==> src/rtl/player_move_ctrl.sv <==
// Player movement sequencer: button vector to single-pixel steps with auto-repeat,
// gated by the AND of all rectangle enables and by the playfield bounds.
module player_move_ctrl #(
  parameter int N_RECT        = 4,
  parameter int H_RES         = 640,
  parameter int V_RES         = 480,
  parameter int PLAYER_SIZE   = 12,
  parameter int H_START       = 314,
  parameter int V_START       = 234,
  parameter int REPEAT_DELAY  = 8,
  parameter int REPEAT_PERIOD = 2
) (
  input  logic              btnClk,
  input  logic              rst,
  input  logic [3:0]        btns,
  input  logic [N_RECT-1:0] up_en,
  input  logic [N_RECT-1:0] down_en,
  input  logic [N_RECT-1:0] left_en,
  input  logic [N_RECT-1:0] right_en,
  output logic [31:0]       player_hPos,
  output logic [31:0]       player_vPos,
  output logic [3:0]        move_dir,
  output logic              move_valid,
  output logic              blocked
);

  // state | meaning
  // IDLE  | no request pending, waiting for a button
  // STEP  | single cycle, apply or deny one pixel step
  // WAIT  | spacing down-counter running before the next repeat step
  localparam logic [1:0] IDLE = 2'd0;
  localparam logic [1:0] STEP = 2'd1;
  localparam logic [1:0] WAIT = 2'd2;

  localparam int CNT_MAX = (REPEAT_DELAY > REPEAT_PERIOD) ? REPEAT_DELAY : REPEAT_PERIOD;
  localparam int CNT_W   = $clog2(CNT_MAX + 1);

  // STEP and the WAIT->STEP transition edge each consume one cycle of the spacing.
  localparam logic [CNT_W-1:0] DELAY_LOAD  = CNT_W'(REPEAT_DELAY - 2);
  localparam logic [CNT_W-1:0] PERIOD_LOAD = CNT_W'(REPEAT_PERIOD - 2);

  localparam logic [3:0] DIR_U = 4'b1000;
  localparam logic [3:0] DIR_D = 4'b0100;
  localparam logic [3:0] DIR_R = 4'b0010;
  localparam logic [3:0] DIR_L = 4'b0001;

  logic [1:0]       state;
  logic [3:0]       btnQ;
  logic [3:0]       dirSel;
  logic [CNT_W-1:0] count;
  logic             first;
  logic             allow;

  always_comb begin
    dirSel = 4'b0000;
    if (btnQ[3])      dirSel = DIR_U;
    else if (btnQ[2]) dirSel = DIR_D;
    else if (btnQ[1]) dirSel = DIR_R;
    else if (btnQ[0]) dirSel = DIR_L;
  end

  // Bounds written as plain comparisons so nothing can underflow at zero.
  always_comb begin
    allow = 1'b0;
    case (move_dir)
      DIR_U:   allow = (&up_en)    && (player_vPos != 32'd0);
      DIR_D:   allow = (&down_en)  && ((player_vPos + 32'(PLAYER_SIZE)) < 32'(V_RES));
      DIR_R:   allow = (&right_en) && ((player_hPos + 32'(PLAYER_SIZE)) < 32'(H_RES));
      DIR_L:   allow = (&left_en)  && (player_hPos != 32'd0);
      default: allow = 1'b0;
    endcase
  end

  always_ff @(posedge btnClk) begin
    if (rst) begin
      state       <= IDLE;
      btnQ        <= 4'b0000;
      count       <= '0;
      first       <= 1'b0;
      move_dir    <= 4'b0000;
      move_valid  <= 1'b0;
      blocked     <= 1'b0;
      player_hPos <= 32'(H_START);
      player_vPos <= 32'(V_START);
    end else begin
      btnQ       <= btns;
      move_valid <= 1'b0;
      blocked    <= 1'b0;
      case (state)
        IDLE: begin
          if (dirSel != 4'b0000) begin
            move_dir <= dirSel;
            first    <= 1'b1;
            state    <= STEP;
          end
        end
        STEP: begin
          if (allow) begin
            move_valid <= 1'b1;
            case (move_dir)
              DIR_U:   player_vPos <= player_vPos - 32'd1;
              DIR_D:   player_vPos <= player_vPos + 32'd1;
              DIR_R:   player_hPos <= player_hPos + 32'd1;
              DIR_L:   player_hPos <= player_hPos - 32'd1;
              default: ;
            endcase
          end else begin
            blocked <= 1'b1;
          end
          count <= first ? DELAY_LOAD : PERIOD_LOAD;
          first <= 1'b0;
          state <= WAIT;
        end
        WAIT: begin
          if (dirSel == 4'b0000) begin
            state <= IDLE;
          end else if (dirSel != move_dir) begin
            move_dir <= dirSel;
            first    <= 1'b1;
            state    <= STEP;
          end else if (count == '0) begin
            first <= 1'b0;
            state <= STEP;
          end else begin
            count <= count - 1'b1;
          end
        end
        default: state <= IDLE;
      endcase
    end
  end

endmodule

==> config.mk <==
export PLATFORM = sky130hd
export DESIGN_NAME = player_move_ctrl
export DESIGN_NICKNAME = d
export VERILOG_FILES = /design/src/rtl/player_move_ctrl.sv
export SDC_FILE = /design/constraint.sdc
export NUM_CORES = 1
export LEC_CHECK = 0
export CELL_PAD_IN_SITES_DETAIL_PLACEMENT = 1
export CELL_PAD_IN_SITES_GLOBAL_PLACEMENT = 1
export CORE_UTILIZATION = 45
export DETAILED_ROUTE_END_ITERATION = 10
export GPL_TIMING_DRIVEN = 1
export PLACE_DENSITY_LB_ADDON = 0.1
export SLEW_MARGIN = 20
export SYNTH_ARGS = -nofsm -noshare
export SYNTH_HDL_FRONTEND = slang
export SYNTH_SLANG_ARGS = --single-unit
export TNS_END_PERCENT = 1
==> constraint.sdc <==
create_clock -name btnClk -period 11.55 [get_ports btnClk]
set_input_delay 2.31 -clock btnClk [delete_from_list [all_inputs] [get_ports btnClk]]
set_output_delay 2.31 -clock btnClk [all_outputs]
set_load 0.1 [all_outputs]
**Word-level counts from Yosys, hierarchy flattened**

Index checks and enable logic that the tools add are counted.

- Flip-flop bits (word level): 81
- Bits of input ports: 22
- Output and inout port bits: 70

- Add/sub/neg operators: 7
- Order comparisons: 2
- Eq/ne operators: 14
- Multiplexer cells: 28
- Bitwise gates (word level): 1
- Reductions and logical operators: 26

Operators by type and width:

| kind | count |
|---|---|
| 32-bit case mux with 2 select lines | 2 |
| 32-bit by 1-bit adder with 32-bit output, second input constant | 2 |
| 32-bit by 4-bit adder with 32-bit output, second input constant | 2 |
| 32-bit nonzero test | 2 |
| 32-bit by 1-bit subtractor with 32-bit output, second input constant | 2 |
| 32-bit by 10-bit less-than comparator with 1-bit output, second input constant | 1 |
| 32-bit by 9-bit less-than comparator with 1-bit output, second input constant | 1 |
| 4-bit two-way mux | 7 |
| 4-bit AND reduction | 7 |
| 4-bit case mux with 2 select lines | 2 |
| 2-bit two-way mux | 5 |
| 2-bit inequality test, second input constant | 5 |
| 4-bit zero test | 2 |
| 2-bit nonzero test | 4 |
| 1-bit two-way mux | 7 |
| 3-bit two-way mux | 2 |
| 2-bit case mux with 3 select lines | 1 |
| 3-bit AND reduction | 2 |
| 4-bit by 1-bit == test with 1-bit output, second input constant | 1 |
| 4-bit by 2-bit == test with 1-bit output, second input constant | 1 |
| 4-bit by 3-bit == test with 1-bit output, second input constant | 1 |
| 4-bit == test, second input constant | 1 |
| 1-bit logical AND | 4 |
| 4-bit inequality test | 1 |
| other kinds (13) | 13 |

**Depth between registers and ports, before layout**

Gate-level depths: netlist of the first run.

- Depth in word-level cells: 8
- Gate-level depth with buffers: 14
- Gate-level depth less buffers: 13

**Least setup slack after synthesis of the first run**

No wires, ideal clock.

- Path type: flip-flop to flip-flop
- Start point: register move_dir[2]
- End point: register player_vPos[31]
- Setup time: 0.123 ns
- Arrival time: 4.802 ns
- Required time: 11.427 ns
- Setup slack: 6.624 ns
- Stages on the path, launching flop included: 14
- Buffers on the path: 0
- Clock period less this slack: 4.926 ns
- Cells stage by stage: dfxtp_1 -> nand2b_1 -> nor3_1 -> inv_1 -> ha_1 -> a21o_1 -> a221o_1 -> o41ai_2 -> a21oi_1 -> a31oi_1 -> o21ai_0 -> a21o_1 -> a311oi_1 -> mux2_1

- Cells in the longest elaborated chain, start to end: 3
- Elaborated cells between the ends (all ways): 8
- Classes of those cells: eq/ne (4); mux (2); reduce/logical (2)

RTL lines:

| item | line | text |
|---|---|---|
| start, declared | 22 | `output logic [3:0] move_dir,` |
| start signal, assigned | 92 | `move_dir <= dirSel;` |
| start signal, assigned | 118 | `move_dir <= dirSel;` |
| 4-bit by 1-bit == test with 1-bit output (tied with other cells) | 65 | `case (move_dir)` |
| 1-bit case mux with 4 select lines or 2-bit nonzero test (tied branches) | n/a |  |
| 3-bit AND reduction (no source line) | n/a |  |
| end signal, assigned | 84 | `player_vPos <= 32'(V_START);` |
| end signal, assigned | 101 | `DIR_U: player_vPos <= player_vPos - 32'd1;` |
| end signal, assigned | 102 | `DIR_D: player_vPos <= player_vPos + 32'd1;` |
| end, declared | 21 | `output logic [31:0] player_vPos,` |

Parallel ways exist; a longest one is shown, timed or not.
A chain may end at the register's enable or synchronous reset.

**Worst setup path after layout of the first run**

Same ends and word-level chain as after synthesis.

==> summary.txt, run 1 <==
Power and ir drop
  • PwrDens: 91.7 nW/um2
  • IR drop worst, VDD: around 0.000067 V
  • Total leakage power: between 3 and 4 nW
  • Combinational share of power: between 20% and 30%
  • Switching power total: between 0.0002 and 0.00025 W
  • Net switching share of the total power: 30.8%
  • Register share of total power: around two fifths
  • Cell internal power dissipation: 0.000512 W
  • Clk pwr share: about two fifths

Route
  • Number of remaining DRC errors: 0
  • Post-DRT Antenna Nets: 0
  • Via total after detailed routing: between 6000 and 7000
  • Overall routed net length: between 20000 and 25000 um
  • Routed wire length per instance: 18.8 um
  • Starting DRC count in detailed routing: 301
  • Drt pass-1 iters: 4
  • Average via count per standard cell: 6.17

Finish
  • Fin nets: around 1000
  • Number of antenna diodes: 0
  • Filler-free cell count of the finished design: 1129
  • Fin area: approximately 8100 um2
  • Filler Cell Count: 1800
  • Synthesis-to-finish area growth: 19.8%
  • Layout cells sized above 1: 4.55%

Synth
  • Sequential cell area fraction in the yosys report: roughly 24%
  • Cells after synthesis: approximately 860
  • Synthesized area per cell: ~7.8 um2
  • Synthesis-stage register bit count: 81
  • Number of enable-type register cells in the synthesized netlist: 0
  • Most used flip-flop cell after synthesis: sky130_fd_sc_hd__dfxtp_1
  • Post-Synthesis Net Count: about 940
  • Yosys synthesis warning count: 0
  • Distinct cells, synth: 66
  • Async set-or-reset flop fraction in the synthesized netlist: 0%
  • Post-synth design cell area: ~6700 um2

Worst setup path
  • Crit. End Element: register
  • Number of buffer and inverter instances along the worst setup path: 2
  • Kind of start point of the critical path: register
  • Data required time of the worst path: roughly 12 ns
  • R2r endpoint: player_vPos[31]$_SDFFE_PP0P_
  • Launching point of the worst reg2reg path: move_dir[2]$_SDFFE_PP0P_
  • Critical path class: reg2reg
  • Arr. time, crit path: approximately 5.4 ns
  • Family with the most delay on the worst path: compound AO/OA/AOI/OAI gates
  • CP max FO: 18
  • Cell with the biggest individual delay on the critical path: sky130_fd_sc_hd__nor3_1
  • Chain of cells forming the critical path: nand2b_1 -> nor3_1 -> inv_1 -> buf_4 -> ha_1 -> a21o_1 -> a221o_1 -> o41ai_2 -> a21oi_1 -> a31oi_1 -> o21ai_0 -> a21o_1 -> a311oi_1 -> mux2_1
  • Register-to-register setup slack: about 6.4 ns
  • Critical path's most frequent cell: sky130_fd_sc_hd__a21o_1
  • Crit path largest cell delay: between 0.6 and 0.7 ns
  • Number of cells on the worst reg-to-reg path: 14

Floorplanning
  • Full die area: 15500 um2
  • I/O pins: 92
  • Initial Utilization: between 40% and 50%
  • Floorplan row count: 44
  • Chip Height: 124 um
  • Core outline area: approximately 15000 um2
  • Die Wd: between 100 and 150 um

Worst hold path
  • Class of the most critical hold timing path: reg2reg
  • Hold EP: player_hPos[6]$_SDFFE_PP0P_
  • HP Start: player_hPos[6]$_SDFFE_PP0P_
  • Worst Hold Depth: 2

Timing
  • Final TNS setup: 0 ns
  • Setup-violating endpoint count in the final report: 0
  • Max-slew violation count: 0
  • Worst hold-check slack: just over 0.5 ns
  • Worst slew slack as a fraction of its limit: 30.7%
  • Post-route fraction of the period consumed by the critical path: 44.4%
  • Hold Violations, Final: 0
  • Min Clock Period, post-route: 5.12 ns
  • Pin slew with the least headroom to its limit: just over 1 ns
  • Maximum clock frequency: 195 MHz
  • Unrepaired setup endpoints after global routing: false
  • Clock skew after layout: between 0.008 and 0.009 ns

CTS
  • CTS tree: done
  • CTS H-Tree Depth: 3
  • Cells resized by post-CTS repair: 0
  • Clock transition at the registers of the reported paths: 0.07 ns
  • Total clock buffers created by CTS: 9
  • Num Clock Sinks: 81
  • Post-CTS Setup Inserts: 0
  • Clock latency at the later pin of the worst-skew pair: 0.36 ns
  • Number of buffers on the longest clock path: 2
  • Number of hold buffers added after cts: 0
  • Root buffer cell: sky130_fd_sc_hd__clkbuf_16

Placed design
  • Gp weighted congestion: ~0.90
  • Number of port buffers: just over 90
  • Detailed placer's ending HPWL: roughly 16000 um
  • Instance count after placement with tap cells included: approximately 1100
  • Area after DPL: between 7000 and 8000 um2

GRT
  • Wire length of the first global-routing pass: 35300 um
  • Vias in the first global route: 7108
  • Overall global routing resource usage: 27.6%
  • Antenna violations before repair: 0
  • Maximum number of pins on one net before global-route repair: about 90
  • Total overflow reported by the global router: 0

Outcome
  • Result of the run: finished clean

Flow run
  • Max capacitance violation total: 0
==> worst max path at each step <==
stage / startpoint / end / slack (ns) / depth (start not counted)
floorplan: move_dir[2]$_SDFFE_PP0P_ / player_vPos[31]$_SDFFE_PP0P_ / 6.62 / 13
global route: move_dir[2]$_SDFFE_PP0P_ / player_vPos[31]$_SDFFE_PP0P_ / 6.07 / 14
finish: move_dir[2]$_SDFFE_PP0P_ / player_vPos[31]$_SDFFE_PP0P_ / 6.43 / 14
detailed placement: down_en[2] / player_vPos[31]$_SDFFE_PP0P_ / 6.48 / 10
CTS: move_dir[2]$_SDFFE_PP0P_ / player_vPos[31]$_SDFFE_PP0P_ / 6.49 / 14
global placement: down_en[2] / player_vPos[31]$_SDFFE_PP0P_ / 6.56 / 10
==> placed cells by master (no fill, tap or decap), types with 9 or more instances in the layout <==
master and instances:
sky130_fd_sc_hd__a21o_1 39, sky130_fd_sc_hd__a211oi_1 13, sky130_fd_sc_hd__or4_1 10, sky130_fd_sc_hd__a21oi_1 77
sky130_fd_sc_hd__nor2_1 84, sky130_fd_sc_hd__nor2b_1 14, sky130_fd_sc_hd__clkbuf_16 9, sky130_fd_sc_hd__a211o_1 14
sky130_fd_sc_hd__or3_1 12, sky130_fd_sc_hd__nand3_1 35, sky130_fd_sc_hd__o21ai_0 33, sky130_fd_sc_hd__nand4_1 16
sky130_fd_sc_hd__xnor2_1 20, sky130_fd_sc_hd__nor3_1 31, sky130_fd_sc_hd__nand3b_1 14, sky130_fd_sc_hd__nor4_1 13
sky130_fd_sc_hd__o21a_1 14, sky130_fd_sc_hd__dfxtp_1 81, sky130_fd_sc_hd__xor2_1 19, sky130_fd_sc_hd__inv_1 21
sky130_fd_sc_hd__nand2_1 86, sky130_fd_sc_hd__ha_1 61, sky130_fd_sc_hd__clkdlybuf4s50_1 90, sky130_fd_sc_hd__mux2i_1 16
==> worst register-to-register path, cell delays in order, from the launching register on <==
cell,delay [ns]
sky130_fd_sc_hd__dfxtp_1,0.47
sky130_fd_sc_hd__nand2b_1,0.14
sky130_fd_sc_hd__nor3_1,0.61
sky130_fd_sc_hd__inv_1,0.48
sky130_fd_sc_hd__buf_4,0.36
sky130_fd_sc_hd__ha_1,0.37
sky130_fd_sc_hd__a21o_1,0.23
sky130_fd_sc_hd__a221o_1,0.41
sky130_fd_sc_hd__o41ai_2,0.29
sky130_fd_sc_hd__a21oi_1,0.12
sky130_fd_sc_hd__a31oi_1,0.37
sky130_fd_sc_hd__o21ai_0,0.26
sky130_fd_sc_hd__a21o_1,0.27
sky130_fd_sc_hd__a311oi_1,0.30
sky130_fd_sc_hd__mux2_1,0.34
==> through the flow <==
step / utilization [%] / total power, W / worst slack, ns
2_1_floorplan: - / 0.000401 / 6.62
3_3_place_gp: 53.2 / 0.000433 / 6.56
3_5_place_dp: 53.2 / 0.000438 / 6.48
4_1_cts: 55.3 / 0.000745 / 6.49
5_1_grt: 55.3 / 0.000772 / 6.07
6_report: 55.3 / 0.000739 / 6.43
==> power by group through the flow <==
| stage | Combinational (W) | Sequential, W | Clock (W) |
|---|---|---|---|
| after global routing | 0.000162 | 0.000287 | 0.000323 |
| after global placement | 0.000140 | 0.000292 | 0 |
| final | 0.000148 | 0.000287 | 0.000305 |
| after detailed placement | 0.000145 | 0.000293 | 0 |
| after floorplan | 0.000102 | 0.000299 | 0 |
| after CTS | 0.000147 | 0.000286 | 0.000312 |
==> cells in the mapped netlist (all sizes together) (3+ instances only) <==
cell,n,area share (%)
a21o,39,4.3
nand4b,3,0.39
buf,10,1.3
nand3b,14,1.6
a21oi,81,6.5
inv,21,1.2
o2111ai,7,0.91
a221o,3,0.45
nand2b,7,0.65
or3b,3,0.39
o21bai,5,0.56
mux2i,16,2.4
o311ai,3,0.39
a2111oi,3,0.39
clkbuf,16,0.89
nor3,31,2.3
and3,7,0.65
nand4,16,1.5
a211o,14,1.8
a31oi,6,0.56
nor3b,4,0.45
o31ai,8,1.0
mux2,4,0.67
and2,4,0.37
o21a,14,1.6
and4,4,0.52
dfxtp,81,24
nand2,86,4.8
or3,12,1.1
ha,61,11
nor2,84,4.7
or4,10,1.1
a211oi,14,1.6
a221oi,4,0.61
nor4,15,1.6
o21ai,33,2.5
nor2b,14,1.3
nand3,36,2.8
o211ai,5,0.56
xnor2,20,2.6
xor2,19,2.5
==> state kept, by name, indices dropped and copies added (netlist names), 2 cells and up <==
name	flops
count	4
player_vPos	32
state	2
btnQ	4
move_dir	4
player_hPos	32
==> layout make-up <==
type / count / area [um2] / area share [%]
multi-input combinational: 730 / 4880 / 60.5
sequential: 81 / 1620 / 20.1
timing repair buffer: 97 / 951 / 11.8
tap: 184 / 230 / 2.85
clock buffer: 9 / 225 / 2.79
inverter: 21 / 78.8 / 0.977
clock inverter: 7 / 77.6 / 0.962
==> kinds of logic after synthesis <==
group	Yosys count	synth area share, %
buffers and inverters	47	3.40
adders and majority gates	63	11.9
and+or+nand+nor	353	26.5
AOI/OAI and AO/OA	255	26.0
muxes	20	3.05
xor gates and xnor gates	39	5.07
DFF	81	24.1
==> metal layers <==
layer	up-vias	global-route usage, %	wire, um
li1	3399	-	-
met1	3375	33.0	9440
met2	148	49.9	10500
met3	39	3.44	687
met4	0	10.3	571
met5	-	0	0
Power figures use the tool's default switching activity.
==> run 2, diff against run 1 <==
CORE_UTILIZATION = 38   (was 45)
clock period = 4.4 ns   (was 11.55 ns; I/O delays follow)
==> run 2 against run 1 <==
Against the previous run: sequential power increased to 2.6 times the previous value; count of clock-buffer cells in the layout unchanged; first-iteration DRC count shrank 28%; setup slack lost 6.1 ns; flip-flop and latch count unchanged; critical path depth stayed put; worst hold slack worse by 0.017 ns; clock power grew to 2.7 times the previous value; wire length is 5.1% higher; non-clock buffer count increased by 8; highest routed layer unchanged; critical endpoint unchanged.
==> summary.txt, run 2 (synthesis gave the netlist of run 1 again) <==
CTS
  • Num Clock Sinks: 81 (unchanged)
  • Clock transition at the registers of the reported paths: 0.07 ns (about the same)
  • Number of hold buffers added after cts: 0 (unchanged)
  • Post-CTS Setup Inserts: 0 (unchanged)
  • Total clock buffers created by CTS: 9 (unchanged)
  • Root buffer cell: sky130_fd_sc_hd__clkbuf_16
  • Number of buffers on the longest clock path: 2 (unchanged)
  • Cells resized by post-CTS repair: 0 (unchanged)
  • Clock latency at the later pin of the worst-skew pair: 0.35 ns (about the same)
  • CTS H-Tree Depth: 3 (unchanged)
  • CTS tree: done

Route
  • Routed wire length per instance: 18.9 um (+0.73%)
  • Number of remaining DRC errors: 0 (unchanged)
  • Post-DRT Antenna Nets: 0 (unchanged)
  • Drt pass-1 iters: 4 (unchanged)
  • Starting DRC count in detailed routing: 216 (-28%)
  • Overall routed net length: 22300 um (+5.1%)
  • Via total after detailed routing: 6976 (+0.22%)
  • Average via count per standard cell: 5.92 (-4.0%)

Timing
  • Post-route fraction of the period consumed by the critical path: 93.0% (+49 points)
  • Max-slew violation count: 0 (unchanged)
  • Post-route setup slack: 0.308 ns (-6.12 ns)
  • Min Clock Period, post-route: 4.09 ns (-1.03 ns)
  • Pin slew with the least headroom to its limit: 1.03 ns (-0.00779 ns)
  • Clock skew after layout: 0.0115 ns (+0.00318 ns)
  • Setup-violating endpoint count in the final report: 0 (unchanged)
  • Unrepaired setup endpoints after global routing: false
  • Maximum clock frequency: 244 MHz (+25%)
  • Worst slew slack as a fraction of its limit: 31.2% (+0.52 points)
  • Hold Violations, Final: 0 (unchanged)

Placed design
  • Gp weighted congestion: 0.830 (-8.1%)
  • Area after DPL: 7880 um2 (+1.5%)
  • Instance count after placement with tap cells included: 1162 (+4.4%)
  • Detailed placer's ending HPWL: 16900 um (+8.2%)
  • Number of port buffers: 91 (unchanged)
  • Placement Setup Slack: 0.326 ns (-6.15 ns)

Worst setup path
  • CP max FO: 19 (+1)
  • Data required time of the worst path: 4.64 ns (-7.15 ns)
  • Critical path's most frequent cell: sky130_fd_sc_hd__a21o_1
  • Critical path class: reg2reg
  • Cell with the biggest individual delay on the critical path: sky130_fd_sc_hd__dfxtp_2
  • Crit. End Element: register
  • Crit path largest cell delay: 0.36 ns (-0.25 ns)
  • Kind of start point of the critical path: register
  • Chain of cells forming the critical path: nand2b_1 -> nor3_2 -> inv_2 -> buf_4 -> ha_1 -> a21o_1 -> a21o_1 -> o41ai_2 -> a21oi_1 -> a31oi_2 -> o21ai_0 -> a21o_1 -> a311oi_1 -> mux2_1
  • Arr. time, crit path: 4.33 ns (-1.04 ns)

Finish
  • Largest regs: player_hPos x32, player_vPos x32
  • Number of antenna diodes: 0 (unchanged)
  • Utilization after layout: 47.4% (-7.9 points)
  • Commonest cells after routing, fill and taps aside: 90 x sky130_fd_sc_hd__clkdlybuf4s50_1, 86 x sky130_fd_sc_hd__nand2_1, 84 x sky130_fd_sc_hd__nor2_1
  • Filler Cell Count: 2106 (+17%)
  • Combined area of the multi-input logic cells: 4890 um2 (+0.26%)
  • Fin area: 8200 um2 (+1.6%)
  • Leading cell type in the layout, fill and taps excluded: sky130_fd_sc_hd__clkdlybuf4s50_1
  • Layout cells sized above 1: 5.88% (+1.3 points)
  • Seq. cell area: 1620 um2 (+0.15%)
  • Filler-free cell count of the finished design: 1178 (+4.3%)
  • Fin nets: 1033 (+0.78%)
  • Synthesis-to-finish area growth: 21.8%

Flow run
  • Max capacitance violation total: 0 (unchanged)

Floorplanning
  • Floorplan row count: 48 (+9.1%)
  • Die Wd: 135 um (+8.7%)
  • Core outline area: 17300 um2 (+19%)
  • Initial Utilization: 38.9% (-7.2 points)
  • I/O pins: 92 (unchanged)
  • Chip Height: 135 um (+8.7%)
  • Full die area: 18300 um2 (+18%)

GRT
  • Total overflow reported by the global router: 0 (unchanged)
  • Maximum number of pins on one net before global-route repair: 54 (-39%)
  • Vias in the first global route: 7151 (+0.60%)
  • Wire length of the first global-routing pass: 36400 um (+3.2%)
  • Antenna violations before repair: 0 (unchanged)
  • Overall global routing resource usage: 24.9% (-2.7 points)

Worst hold path
  • Class of the most critical hold timing path: reg2reg

Power and ir drop
  • IR drop worst, VDD: 0.000174 V (+160%)
  • Overall power after layout: 0.00197 W (+170%)
  • Total leakage power: 3.34 nW (+1.1%)
  • PwrDens: 241 nW/um2 (+160%)

Outcome
  • Result of the run: finished clean
## run 2: cell count changes in the layout (fill, tap and decap cells not counted), sizes merged
cell / previous run / this run
inv: 24 / 25
buf: 7 / 15
clkinvlp: 0 / 2
clkinv: 3 / 0
## run 2: worst paths after layout
| kind | to | cells past startpoint | slack (ns) | start |
|---|---|---|---|---|
| setup / recovery | player_vPos[31]$_SDFFE_PP0P_ | 14 | 0.31 | move_dir[3]$_SDFFE_PP0P_ |
| hold / removal | first$_SDFFE_PP0P_ | 2 | 0.50 | first$_SDFFE_PP0P_ |
| setup reg to reg | player_vPos[31]$_SDFFE_PP0P_ | 14 | 0.31 | move_dir[3]$_SDFFE_PP0P_ |
| hold reg to reg | first$_SDFFE_PP0P_ | 2 | 0.50 | first$_SDFFE_PP0P_ |
## run 2: per-stage QoR
stage	hold slack [ns]	setup TNS, ns
after floorplan	0.463	-0.00919
after global placement	0.484	0
after detailed placement	0.494	0
after CTS	0.504	0
after global routing	0.545	0
final	0.497	0
## run 2: critical path: cells and delay by family, from the launching register on
kind,cells,cell delay (ns)
AOI/OAI and AO/OA,8,2.03
buffers and inverters,2,0.51
and+or+nand+nor,2,0.38
DFF,1,0.36
muxes,1,0.36
adders and majority gates,1,0.34
## run 2: layout make-up
type	instances	area share, %
clock inverters	7	1.01
clock buffers	9	2.75
inverters	21	0.962
well taps	225	3.43
multi-input cells	730	59.7
flip-flops and latches	81	19.8
repair buffers	105	12.3
## run 2: metal layers
metal  part of all wire, %  track usage, %  up-vias  routed length, um
met4                   2.2            8.80        0                495
li1                      -               -     3403                  -
met2                    51            45.0      116              11300
met1                    45            29.9     3423               9950
met3                   2.4            3.15       34                530
met5                     0               0        -                  0
## run 2: where the power goes
group          switching (W)  total (W)  internal (W)
Sequential         0.0000107   0.000752      0.000741
Clock               0.000375   0.000826      0.000451
Combinational       0.000235   0.000394      0.000159
Total               0.000620    0.00197       0.00135
